File: src/rtl/shift_add_mult_if.sv
// Bundle of the multiplier's request/result handshake and its link to the external ripple-carry adder.
// The master side issues requests and hosts the combinational adder; the slave side is the multiplier.
interface shift_add_mult_if #(parameter int WIDTH = 4);
  logic                 start;
  logic [WIDTH-1:0]     multiplicand;
  logic [WIDTH-1:0]     multiplier;
  logic                 busy;
  logic                 done;
  logic [2*WIDTH-1:0]   product;
  logic [WIDTH-1:0]     add_a;
  logic [WIDTH-1:0]     add_b;
  logic                 add_cin;
  logic [WIDTH-1:0]     add_sum;
  logic                 add_cout;

  modport master (
    output start, multiplicand, multiplier, add_sum, add_cout,
    input  busy, done, product, add_a, add_b, add_cin
  );

  modport slave (
    input  start, multiplicand, multiplier, add_sum, add_cout,
    output busy, done, product, add_a, add_b, add_cin
  );
endinterface

File: src/rtl/shift_add_mult.sv
// Sequential unsigned shift-and-add multiplier that retires one multiplier bit per clock,
// using an external combinational adder for the A + M partial sums.
module shift_add_mult #(
  parameter int WIDTH = 4
) (
  input logic            clk,
  input logic            rst_n,
  shift_add_mult_if.slave bus
);

  localparam int CW = $clog2(WIDTH + 1);

  typedef enum logic [1:0] {
    IDLE = 2'b00,
    RUN  = 2'b01,
    DONE = 2'b10
  } state_t;

  state_t               state;
  logic [WIDTH-1:0]     a;
  logic [WIDTH-1:0]     q;
  logic [WIDTH-1:0]     m;
  logic [CW-1:0]        cnt;
  logic [2*WIDTH-1:0]   product_r;

  logic                 carry;
  logic [WIDTH-1:0]     a_sel;
  logic [WIDTH-1:0]     a_next;
  logic [WIDTH-1:0]     q_next;

  assign bus.add_a   = a;
  assign bus.add_b   = m;
  assign bus.add_cin = 1'b0;
  assign bus.busy    = (state == RUN);
  assign bus.done    = (state == DONE);
  assign bus.product = product_r;

  // The adder's carry-out becomes the new A MSB on the shift, so no product bit is ever lost.
  always_comb begin
    carry = 1'b0;
    a_sel = a;
    if (q[0]) begin
      carry = bus.add_cout;
      a_sel = bus.add_sum;
    end
  end

  assign a_next = {carry, a_sel[WIDTH-1:1]};
  assign q_next = {a_sel[0], q[WIDTH-1:1]};

  always_ff @(posedge clk or negedge rst_n) begin
    if (!rst_n) begin
      state     <= IDLE;
      a         <= '0;
      q         <= '0;
      m         <= '0;
      cnt       <= '0;
      product_r <= '0;
    end else begin
      case (state)
        IDLE: begin
          if (bus.start) begin
            m     <= bus.multiplicand;
            q     <= bus.multiplier;
            a     <= '0;
            cnt   <= CW'(WIDTH);
            state <= RUN;
          end
        end
        RUN: begin
          a         <= a_next;
          q         <= q_next;
          product_r <= {a_next, q_next};
          cnt       <= cnt - CW'(1);
          if (cnt == CW'(1)) state <= DONE;
        end
        DONE: begin
          // A request in the result cycle is accepted so results can stream back to back.
          if (bus.start) begin
            m     <= bus.multiplicand;
            q     <= bus.multiplier;
            a     <= '0;
            cnt   <= CW'(WIDTH);
            state <= RUN;
          end else begin
            state <= IDLE;
          end
        end
        default: state <= IDLE;
      endcase
    end
  end

endmodule

File: src/flat_wrapper.sv
// flat-port wrapper written by rule: the top's interface ports become plain ports
module shift_add_mult_flat 
#(
  parameter int WIDTH = 4
)
  (clk, rst_n, bus_start, bus_multiplicand, bus_multiplier, bus_add_sum, bus_add_cout, bus_busy, bus_done, bus_product, bus_add_a, bus_add_b, bus_add_cin);
  shift_add_mult_if #(.WIDTH(WIDTH)) bus_i ();
  input logic clk;
  input logic rst_n;
  input wire logic [$bits(bus_i.start)-1:0] bus_start;
  input wire logic [$bits(bus_i.multiplicand)-1:0] bus_multiplicand;
  input wire logic [$bits(bus_i.multiplier)-1:0] bus_multiplier;
  input wire logic [$bits(bus_i.add_sum)-1:0] bus_add_sum;
  input wire logic [$bits(bus_i.add_cout)-1:0] bus_add_cout;
  output wire logic [$bits(bus_i.busy)-1:0] bus_busy;
  output wire logic [$bits(bus_i.done)-1:0] bus_done;
  output wire logic [$bits(bus_i.product)-1:0] bus_product;
  output wire logic [$bits(bus_i.add_a)-1:0] bus_add_a;
  output wire logic [$bits(bus_i.add_b)-1:0] bus_add_b;
  output wire logic [$bits(bus_i.add_cin)-1:0] bus_add_cin;
  assign bus_i.start = bus_start;
  assign bus_i.multiplicand = bus_multiplicand;
  assign bus_i.multiplier = bus_multiplier;
  assign bus_i.add_sum = bus_add_sum;
  assign bus_i.add_cout = bus_add_cout;
  assign bus_busy = bus_i.busy;
  assign bus_done = bus_i.done;
  assign bus_product = bus_i.product;
  assign bus_add_a = bus_i.add_a;
  assign bus_add_b = bus_i.add_b;
  assign bus_add_cin = bus_i.add_cin;
  shift_add_mult #(.WIDTH(WIDTH)) u_core (.clk(clk), .rst_n(rst_n), .bus(bus_i));
endmodule
File: config.mk
export PLATFORM = sky130hd
export DESIGN_NAME = shift_add_mult_flat
export DESIGN_NICKNAME = d
export VERILOG_FILES = /design/src/rtl/shift_add_mult_if.sv /design/src/rtl/shift_add_mult.sv /design/src/flat_wrapper.sv
export SDC_FILE = /design/constraint.sdc
export NUM_CORES = 1
export LEC_CHECK = 0
export CAP_MARGIN = 10
export CORE_UTILIZATION = 60
export DETAILED_ROUTE_END_ITERATION = 6
export DONT_BUFFER_PORTS = 1
export GPL_ROUTABILITY_DRIVEN = 1
export GPL_TIMING_DRIVEN = 0
export PLACE_DENSITY = 0.86
export SYNTH_ARGS = -nofsm -noshare
export SYNTH_HDL_FRONTEND = slang
export SYNTH_SLANG_ARGS = --single-unit
File: constraint.sdc
create_clock -name clk -period 1.8 [get_ports clk]
set_clock_uncertainty 0.2 [all_clocks]
set_input_delay 0.36 -clock clk [delete_from_list [all_inputs] [get_ports clk]]
set_output_delay 0.36 -clock clk [all_outputs]
set_load 0.01 [all_outputs]
==> impl_metrics.prom <==
# TYPE chip_impl_metric gauge
chip_impl_metric{name="route.final.wire_length",unit="um"} 2079
chip_impl_metric{name="drc",unit=""} 0
chip_impl_info{name="netlist.top_cell.by_area",value="dfrtp_1"} 1
chip_impl_metric{name="post_synth_instance_area",unit="sq um"} 1164
chip_impl_metric{name="setup-violations-final",unit=""} 0
chip_impl_metric{name="buffer_ports.inserted",unit=""} 0
chip_impl_metric{name="dp_hpwl",unit="um"} 1489
chip_impl_metric{name="timing.critical_path.arrival",unit="ps"} 1180
chip_impl_metric{name="synthCells",unit=""} 99
chip_impl_metric{name="power_frac_seq",unit="%"} 48.2
chip_impl_metric{name="max_clock_buf_depth",unit=""} 2
chip_impl_metric{name="vdd_ir_drop_max",unit="V"} 0.001067
chip_impl_metric{name="ff2ff_path_depth",unit=""} 5
chip_impl_metric{name="cts_setup_buffers",unit=""} 0
chip_impl_metric{name="postSynthRegisterBits",unit=""} 25
chip_impl_metric{name="global_route.usage.met3",unit="%"} 6.746
chip_impl_metric{name="post_synth_num_cell_types",unit=""} 27
chip_impl_metric{name="final_min_period",unit="ps"} 1737
chip_impl_metric{name="grt_util_all_layers",unit="%"} 24.23
chip_impl_metric{name="final_worst_path_period_share",unit="%"} 96.48
chip_impl_metric{name="detail_route.first_pass.iterations",unit=""} 4
chip_impl_metric{name="synth_fp_nets",unit=""} 117
chip_impl_metric{name="setup-tns-final",unit="ps"} 0
chip_impl_metric{name="post_synth.cell_area_avg",unit="sq um"} 11.75
chip_impl_metric{name="report.power.total",unit="W"} 0.002321
chip_impl_metric{name="gp_routability_congestion",unit=""} 0.6916
chip_impl_metric{name="yosys_warnings",unit=""} 0
chip_impl_metric{name="maxSlewHeadroom",unit="%"} 64.35
chip_impl_metric{name="worstPathRequired",unit="ps"} 1240
chip_impl_metric{name="p_int",unit="W"} 0.001382
chip_impl_metric{name="power.static_leakage",unit="nW"} 0.6351
chip_impl_info{name="dominant_cells_by_area_after_synthesis",value="dfrtp_1 (54%), mux2i_1 (6.0%), a21o_1 (5.2%)"} 1
chip_impl_metric{name="area_delta_synth_final",unit="%"} 11.61
chip_impl_metric{name="dr_total_vias",unit=""} 736
chip_impl_info{name="layout.cells.most_common",value="dfrtp_1"} 1
chip_impl_metric{name="drtAntennaViolNets",unit=""} 0
chip_impl_metric{name="count_of_final_max_slew_check_failures",unit=""} 0
chip_impl_metric{name="number_of_antenna_violations_at_the_first_check_in_global_routing",unit=""} 0
chip_impl_metric{name="boundaryPins",unit=""} 35
chip_impl_metric{name="design.final.nets",unit=""} 129
chip_impl_metric{name="dr.first_iter.drc_count",unit=""} 8
chip_impl_metric{name="core_area",unit="sq um"} 1764
chip_impl_metric{name="first_global_vias",unit=""} 789
chip_impl_metric{name="clock.fmax",unit="MHz"} 575.8
chip_impl_info{name="cp-end-kind",value="output port"} 1
chip_impl_metric{name="global_route.overflow_total",unit=""} 0
chip_impl_metric{name="grtUsageMet2",unit="%"} 41.13
chip_impl_metric{name="fp.dieArea",unit="sq um"} 2120
chip_impl_metric{name="nFillCells",unit=""} 137
chip_impl_info{name="hold_path.class",value="input port to flop"} 1
chip_impl_metric{name="switching_share",unit="%"} 40.45
chip_impl_info{name="cts_tree",value="yes"} 1
chip_impl_metric{name="final-hold-violation-count",unit=""} 0
chip_impl_metric{name="ys_seq_area_share",unit="%"} 53.76
chip_impl_metric{name="worst_hold_depth",unit=""} 2
chip_impl_info{name="rsz0062_at_grt",value="no"} 1
chip_impl_info{name="mostFrequentLayoutCells",value="dfrtp_1 (25), nand2_1 (9), a21o_1 (8)"} 1
chip_impl_metric{name="cts_inserted_buffers",unit=""} 3
chip_impl_metric{name="layout-drive-gt1-share",unit="%"} 19.09
chip_impl_metric{name="path_clk_slew",unit="ps"} 130
chip_impl_metric{name="gr-usage-met1",unit="%"} 29.09
chip_impl_metric{name="first_pass_grt_wire_length",unit="um"} 3498
chip_impl_metric{name="crit_path_max_fanout",unit=""} 9
chip_impl_metric{name="worst-slew-pin-transition",unit="ps"} 532.9
chip_impl_metric{name="power_per_unit_of_standard_cell_area",unit="nW/um^2"} 1787
chip_impl_metric{name="clock_power_share",unit="%"} 10.8
chip_impl_metric{name="start_util",unit="%"} 65.96
chip_impl_metric{name="net-switching-power",unit="W"} 0.0009388
chip_impl_info{name="busiest_layer",value="met2"} 1
chip_impl_info{name="setup.worst_path.class",value="flop to output port"} 1
chip_impl_metric{name="worstSkewPairLatency",unit="ps"} 320
chip_impl_metric{name="wire_per_inst",unit="um"} 15.40
chip_impl_metric{name="y_dimension_of_the_die",unit="um"} 46.04
chip_impl_metric{name="grt_start_max_net_pins",unit=""} 26
chip_impl_metric{name="die-width",unit="um"} 46.04
chip_impl_metric{name="row_count",unit=""} 15
chip_impl_info{name="worst_setup_path_start_kind",value="flop"} 1
chip_impl_metric{name="antenna-diode-count",unit=""} 0
chip_impl_info{name="outcome",value="finished, final reports clean"} 1
chip_impl_metric{name="max-cap-violations",unit=""} 0
chip_impl_metric{name="numClockSinks",unit=""} 25
chip_impl_metric{name="post_layout_util",unit="%"} 73.62
chip_impl_metric{name="power.share.combinational",unit="%"} 41.1
chip_impl_metric{name="h-tree-depth",unit=""} 1
chip_impl_metric{name="vias_per_cell",unit=""} 5.452
chip_impl_metric{name="synth_top_cell_area_share",unit="%"} 53.76
chip_impl_info{name="ctsRootBufferMaster",value="clkbuf_4"} 1
[power by group through the flow]
stage | combinational [W] | clock, W | sequential [W]
floorplan | 0.000812 | 0 | 0.00108
global placement | 0.000911 | 0 | 0.00112
detailed placement | 0.000959 | 0 | 0.00113
CTS | 0.000986 | 0.000249 | 0.00112
global route | 0.00107 | 0.000268 | 0.00116
finish | 0.000953 | 0.000250 | 0.00112
[sequential cells by signal (all words and copies together) (netlist names)]
| name | cells |
|---|---|
| u_core.bus.add_a | 4 |
| u_core.bus.add_b | 4 |
| u_core.bus.product | 8 |
| u_core.cnt | 3 |
| u_core.q | 4 |
| u_core.state | 2 |
[layout make-up]
class	instances	area, sq um	area share (%)
Tap cell	25	31.28	2.408
Buffer	7	58.81	4.528
Clock inverter	1	5.005	0.3854
Timing Repair Buffer	8	85.08	6.551
Sequential cell	25	625.6	48.17
Inverter	4	22.52	1.734
Multi-Input combinational cell	62	447.9	34.49
Clock buffer	3	22.52	1.734
[logic make-up after synthesis]
kind of cell,after synthesis,synth area share (%)
xor gates and xnor gates,1,0.7528
AOI/OAI and AO/OA,21,12.58
buffers and inverters,12,7.956
adders and majority gates,2,2.150
other,1,0.3223
and+or+nand+nor,25,11.29
DFF,25,53.76
muxes,12,11.18
[synthesized netlist by cell type, drive strengths merged]
library cell / number
mux2: 5
nor2b: 6
buf: 8
a21o: 8
o31ai: 1
inv: 4
nor3: 1
o21ai: 2
a21oi: 4
nand3: 1
nand2b: 2
mux2i: 7
a211oi: 3
conb: 1
a211o: 1
nor2: 6
ha: 2
nand2: 9
xnor2: 1
o2bb2ai: 2
dfrtp: 25
[timing repair]
item | in CTS | in global routing
setup endpoints to repair | 0 | 2
hold endpoints to repair | 32 | 0
hold buffers | 7 | 0
resized for setup | 0 | 1
[critical path: stages, from the launching register on]
cell,delay (ps)
dfrtp_1,400
buf_6,140
nand2b_4,210
inv_8,110
[through the flow]
| stage | cell area [sq um] | instances | setup WS (ps) | hold WS, ps |
|---|---|---|---|---|
| after CTS | 1292 | 135 | 21.89 | 24.04 |
| after global placement | 1195 | 124 | 335.2 | -135.0 |
| after global routing | 1299 | 135 | 10.90 | 19.67 |
| after floorplan | 1164 | 99 | 380.7 | -135.6 |
| final | 1299 | 135 | 63.41 | 19.28 |
| after detailed placement | 1195 | 124 | 311.4 | -135.0 |
[layer usage]
| layer | wire [um] | vias up | part of all wire [%] |
|---|---|---|---|
| li1 | - | 351 | - |
| met1 | 821 | 356 | 39 |
| met2 | 1112 | 25 | 53 |
| met3 | 122 | 4 | 5.9 |
| met4 | 22 | 0 | 1.1 |
| met5 | 0 | - | 0 |
[worst paths after layout]
check / from / end / slack [ps]
max in group asynchronous: rst_n / u_core.cnt[1] / 680
worst max-delay path: u_core.state[1] / bus_busy / 60
min in group asynchronous: rst_n / u_core.q[0] / 240
worst max register to register: u_core.state[1] / u_core.cnt[0] / 330
worst min register to register: u_core.cnt[1] / u_core.cnt[1] / 310
worst min-delay path: bus_multiplier[2] / u_core.q[2] / 20
No activity file was read; power rests on OpenSTA's default activity.
